### src/rtl/frog_score_bcd.sv
// Frogger BCD score counter with high-score register and
// active-low seven-segment display drivers.
module frog_score_bcd #(
    parameter int DIGITS = 3,
    parameter int ROW_W  = 16,
    parameter bit WRAP   = 1'b1
) (
    input  logic                  clk,
    input  logic                  reset,
    input  logic                  up,
    input  logic [ROW_W-1:0]      top_row,
    input  logic                  clear,
    input  logic                  show_high,
    output logic [4*DIGITS-1:0]   score_bcd,
    output logic [4*DIGITS-1:0]   high_bcd,
    output logic [7*DIGITS-1:0]   hex_out,
    output logic                  rollover,
    output logic                  saturated
);

    localparam logic [4*DIGITS-1:0] ALL_NINES = {DIGITS{4'h9}};

    logic                up_q;
    logic [4*DIGITS-1:0] score_q, score_d;
    logic [4*DIGITS-1:0] high_q, high_d;
    logic                roll_q, roll_d;
    logic [4*DIGITS-1:0] inc;
    logic                up_evt;
    logic                all_nines;

    function automatic logic [6:0] seg7(input logic [3:0] d);
        logic [6:0] s;
        case (d)
            4'd0:    s = 7'b1000000;
            4'd1:    s = 7'b1111001;
            4'd2:    s = 7'b0100100;
            4'd3:    s = 7'b0110000;
            4'd4:    s = 7'b0011001;
            4'd5:    s = 7'b0010010;
            4'd6:    s = 7'b0000010;
            4'd7:    s = 7'b1111000;
            4'd8:    s = 7'b0000000;
            4'd9:    s = 7'b0010000;
            default: s = 7'b1111111;
        endcase
        return s;
    endfunction

    assign up_evt    = up & ~up_q & (|top_row);
    assign all_nines = (score_q == ALL_NINES);

    // Ripple BCD increment: carry moves up only through nines.
    always_comb begin
        logic carry;
        inc   = score_q;
        carry = 1'b1;
        for (int i = 0; i < DIGITS; i++) begin
            if (carry) begin
                if (score_q[4*i +: 4] == 4'd9) begin
                    inc[4*i +: 4] = 4'd0;
                end else begin
                    inc[4*i +: 4] = score_q[4*i +: 4] + 4'd1;
                    carry         = 1'b0;
                end
            end
        end
    end

    always_comb begin
        score_d = score_q;
        roll_d  = 1'b0;
        if (clear) begin
            score_d = '0;
        end else if (up_evt) begin
            if (!all_nines) begin
                score_d = inc;
            end else if (WRAP) begin
                score_d = '0;
                roll_d  = 1'b1;
            end
        end
    end

    // Legal BCD packed MSD-high compares correctly as binary.
    assign high_d = (score_q > high_q) ? score_q : high_q;

    always_ff @(posedge clk) begin
        if (reset) begin
            up_q    <= 1'b0;
            score_q <= '0;
            high_q  <= '0;
            roll_q  <= 1'b0;
        end else begin
            up_q    <= up;
            score_q <= score_d;
            high_q  <= high_d;
            roll_q  <= roll_d;
        end
    end

    always_comb begin
        logic [4*DIGITS-1:0] disp;
        logic                nz;
        logic [3:0]          d;
        disp    = show_high ? high_q : score_q;
        nz      = 1'b0;
        hex_out = '1;
        for (int i = DIGITS - 1; i >= 0; i--) begin
            d  = disp[4*i +: 4];
            nz = nz | (d != 4'd0);
            if (i != 0 && !nz)
                hex_out[7*i +: 7] = 7'b1111111;
            else
                hex_out[7*i +: 7] = seg7(d);
        end
    end

    assign score_bcd = score_q;
    assign high_bcd  = high_q;
    assign rollover  = roll_q;
    assign saturated = !WRAP && all_nines;

endmodule

### config.mk
export PLATFORM = sky130hd
export DESIGN_NAME = frog_score_bcd
export DESIGN_NICKNAME = d
export VERILOG_FILES = /design/src/rtl/frog_score_bcd.sv
export SDC_FILE = /design/constraint.sdc
export NUM_CORES = 1
export LEC_CHECK = 0
export BUFFER_PORTS_ARGS = -buffer_cell sky130_fd_sc_hd__buf_2
export CAP_MARGIN = 25
export CORE_ASPECT_RATIO = 0.75
export CORE_MARGIN = 1.5
export CORE_UTILIZATION = 40
export CTS_BUF_LIST = sky130_fd_sc_hd__clkbuf_4 sky130_fd_sc_hd__clkbuf_8 sky130_fd_sc_hd__clkbuf_16
export CTS_CLUSTER_SIZE = 16
export DETAILED_ROUTE_END_ITERATION = 10
export PLACE_DENSITY = 0.63
export RECOVER_POWER = 25
export SYNTH_ARGS = -nofsm -noshare
export SYNTH_HDL_FRONTEND = slang
export SYNTH_SLANG_ARGS = --single-unit
### constraint.sdc
create_clock -name clk -period 6.6 [get_ports clk]
set_input_delay 1.98 -clock clk [delete_from_list [all_inputs] [get_ports clk]]
set_output_delay 1.98 -clock clk [all_outputs]
set_load 0.03 [all_outputs]
After elaboration in Yosys (flattened, before gate mapping)

Memories as Yosys holds them, arrays and structs flattened.
Index checks and enable logic that the tools add are counted.

Register bits after elaboration: 26
Bits in read-only memories: 336
Output and inout port bits: 47
Input bits: 21
Memories kept: 3

Reductions and logical operators: 9
Bitwise gates (word level): 5
Multiplexer cells: 13
$add $sub $neg: 3
Eq/ne operators: 4
$lt $le $gt $ge: 1

Memories:

| memory           | words | width | read ports | clocked after memory_dff | write ports | line | source |
|---|---|---|---|---|---|---|---|
| (name not given) | 16    | 7     | 1          | 0                        | 0           | 33   | `case (d)` |
| (name not given) | 16    | 7     | 1          | 0                        | 0           | 33   |  |
| (name not given) | 16    | 7     | 1          | 0                        | 0           | 33   |  |

Operators with widths:

| kind                 | count |
|---|---|
| $mux 12              | 2 |
| $mux 4               | 5 |
| $reduce_or 16->1     | 1 |
| $mux 7               | 2 |
| $add 4x1->4 const B  | 3 |
| $eq 12x12->1 const B | 1 |
| $eq 4x4->1 const B   | 3 |
| $gt 12x12->1         | 1 |
| $reduce_bool 4->1    | 2 |
| $mux 1               | 4 |
| $reduce_and 2->1     | 2 |
| $reduce_bool 2->1    | 2 |
| $reduce_or 3->1      | 1 |
| $and 1x1->1          | 2 |
| $not 1->1            | 2 |
| $reduce_or 2->1      | 1 |
| $or 1x1->1           | 1 |

Depth between registers and ports, before layout

Depth after elaboration: 5
Mapped depth: 10

Least setup slack after synthesis

Ideal clock, no wire load.

Path kind: input to output
From: in show_high
To: out hex_out[10]
Required time: 4.620 ns
Stages: 9
Path slack: 0.631 ns
Arrival: 3.989 ns
Cells stage by stage: buf_2 > buf_4 > o21ai_0 > inv_1 > ha_1 > o211a_1 > nor2b_1 > o21ai_1 > o21ai_0

Longest elaborated chain between the ends: 4

Ends and longest elaborated chain:

| item                                                 | line | source |
|---|---|---|
| from (decl)                                          | 13   | `input logic show_high,` |
| $mux 12 *                                            | 105  | `disp = show_high ? high_q : score_q;` |
| branches (longest 2 deep; another with $mem_v2 16x7) | -    |  |
| $mux 7 *                                             | 111  | `if (i != 0 && !nz)` |
| to (decl)                                            | 16   | `output logic [7*DIGITS-1:0] hex_out,` |

Every way passes the cells marked *.

Worst setup path in the final report

Ends and elaborated chain as after synthesis.

==> flow_summary.toml <==
[logic_synthesis]
synth_cell_types = 47
syn_area_sq_um = 2520
synth.area.top_cells = "dfxtp_1 21%, ha_1 16%, o21ai_0 5.0%"
synth_top_area_cell = "dfxtp_1"
ys_warn_count = 0
synthesis.nets = 384
synthCells = 330
seq_area_frac_synth_pct = 20.6
ys_seq_elements = 26
synth-edff-count = 0
synthArstFlopShare_pct = 0
ys.flop_type = "dfxtp_1"
syn_area_per_cell_sq_um = 7.65
yosysTopAreaCellShare_pct = 20.6

[drt]
met2WireLength_mm = 2.78
wl_met1_mm = 3.30
drc = 0
viasPerCell = 5.61
vias = 2601
wl_mm = 6.54
wl_met3_um = 453
dr.max_layer_used = "met4"
wl_per_cell_um = 14.1
drt_iter0_drc = 185
drtAntennaViolNets = 0
drtPass1Iterations = 5

[global_routing]
grt_usage_pct = 19.0
grt_first_pass_wirelength_mm = 10.5
grt_pass1_vias = 2211
grt_max_degree = 28
antenna_found_initial = 0
overflow = 0

[clock_tree]
cts.path.max_buffers = 2
cts-buffers-inserted = 3
clock-root-buffer = "clkbuf_8"
insertion_delay_ns = 0.28
cts_resized = 0
post_cts_buffers = 0
clkSinkCount = 26
htreeDepth = 1
cts_tree = "yes"
cts.clk_slew.worst_paths_ns = 0.10
hold_buffers = 0

[critical_path]
cp.required_ns = 4.62
crit_buf_inv = 3
crit_type = "in -> out"
critical_path_depth = 9
critPathTopFamily = "compound AO/OA/AOI/OAI gates"
path_max_fanout = 20
critPathSlowestCell = "o21ai_0"
crit_path_end_kind = "primary output"
slowest_delay_ns = 0.54
worstPathArrival_ns = 4.19
crit_path_start_kind = "input port"
reg2reg_depth = 8
path_cells = "buf_2 -> o21ai_0 -> inv_1 -> ha_1 -> o211a_1 -> nor2b_1 -> o21ai_1 -> o21ai_0 -> buf_2"

[hold_path]
holdPathStages = 2
hold_class = "reg -> reg"

[placement]
numPortBuffers = 66
dpl_cell_area_sq_um = 2890
gp_congestion = 0.805
dp_hpwl_mm = 4.94

[layout]
drive_gt1_share_pct = 21.8
layout_commonest_cell = "buf_2"
fin_area_sq_um = 2950
most-common-layout-cells = "60 x buf_2, 33 x ha_1, 32 x nor2_1"
diodes = 0
final.fill_count = 607
syn_to_final_growth_pct = 17.1
finalNetCount = 441

[floorplanning]
core_sq_um = 5950
start_util_pct = 42.4
dieHeight_um = 71.8
std_cell_rows = 24
die_width_um = 94.7
die_area_sq_um = 6800
ios = 68

[power]
p_leak_uw = 0.00128
p_total_uw = 354
ir_worst_vdd_uv = 77.0
p_per_area_nw_per_um2 = 120

[timing]
finalSetupTns_ns = 0
maxSlewViolCount = 0
grt_setup_unrepaired = "false"
hold_viol_final = 0
finalCritPeriodShare_pct = 93.5
clock.fmax_mhz = 162
fin_crit_ns = 6.17
worst_pin_slew_ns = 1.21
finClkSkew_ns = 0.00353
finalSetupViolations = 0
slew_headroom_pct = 19.4

[job]
max-cap-violations = 0

[status]
outcome = "finished clean"
[cells in the mapped netlist, types with 2 or more instances]
cell and n:
a211oi_1 3, a21boi_0 2, a21oi_1 20, a22oi_1 13
a31oi_1 2, buf_4 4, clkbuf_1 10, dfxtp_1 26
ha_1 33, inv_1 23, mux2_2 7, mux2i_1 8
nand2_1 22, nand2b_1 3, nand3_1 17, nand3b_1 3
nand4_1 16, nor2_1 32, nor2b_1 5, nor3_1 9
nor3_2 2, nor3b_1 9, nor4_2 4, o21ai_0 25
o21ai_1 2, o22ai_1 2, o31ai_1 4, or2_2 2
or3_1 2, xnor2_1 2, xor2_1 2
[kinds of logic after synthesis]
logic type / after synthesis / share of synthesized area, %
buffers and inverters: 39 / 6.44
AND/OR/NAND/NOR: 130 / 28.0
flip-flops: 26 / 20.6
other: 1 / 0.149
AO/OA/AOI/OAI: 82 / 20.7
multiplexers: 15 / 6.30
XOR/XNOR: 4 / 1.39
adder cells (fa/ha/maj): 33 / 16.4
[final cells by class]
class | instances | area (sq um) | area share (%)
clock buffers | 3 | 41.3 | 1.40
well taps | 78 | 97.6 | 3.30
clock inverters | 1 | 30.0 | 1.02
repair buffers | 68 | 338 | 11.4
flip-flops and latches | 26 | 520 | 17.6
inverters | 23 | 86.3 | 2.92
multi-input cells | 265 | 1840 | 62.3
[metal layers]
layer | track usage [%] | up-vias
met5 | 0 | -
met2 | 29.3 | 83
met1 | 28.6 | 1203
li1 | - | 1313
met3 | 3.40 | 2
met4 | 1.16 | 0
[tightest hold or removal path, cell delays in order (launching register included)]
cell	delay [ns]
dfxtp_1	0.37
nand3_1	0.12
o41ai_1	0.07
[final timing paths]
path | startpoint | end | slack (ns)
min reg2reg | score_bcd[9] | score_bcd[11] | 0.59
min | score_bcd[9] | score_bcd[11] | 0.59
max reg2reg | high_bcd[10] | high_bcd[2] | 4.13
max | show_high | hex_out[10] | 0.43
[registers in the layout, indices dropped and copies added, names as in the netlist]
signal,count
rollover,1
score_bcd,12
high_bcd,12
up_q,1
[power breakdown]
group          switching, uW  internal [uW]
sequential              1.53            158
clock                   55.0           81.2
combinational           38.8           19.6
total                   95.3            259
[per-stage QoR]
| step | hold slack (ns) | worst slack [ns] | instances | util (%) |
|---|---|---|---|---|
| global placement | 0.569 | 0.602 | 460 | 48.6 |
| floorplan | 0.631 | 0.631 | 330 | - |
| global route | 0.637 | 0.194 | 464 | 49.7 |
| finish | 0.588 | 0.428 | 464 | 49.7 |
| CTS | 0.579 | 0.477 | 464 | 49.8 |
| detailed placement | 0.568 | 0.496 | 460 | 48.6 |
Power figures use the tool's default switching activity.
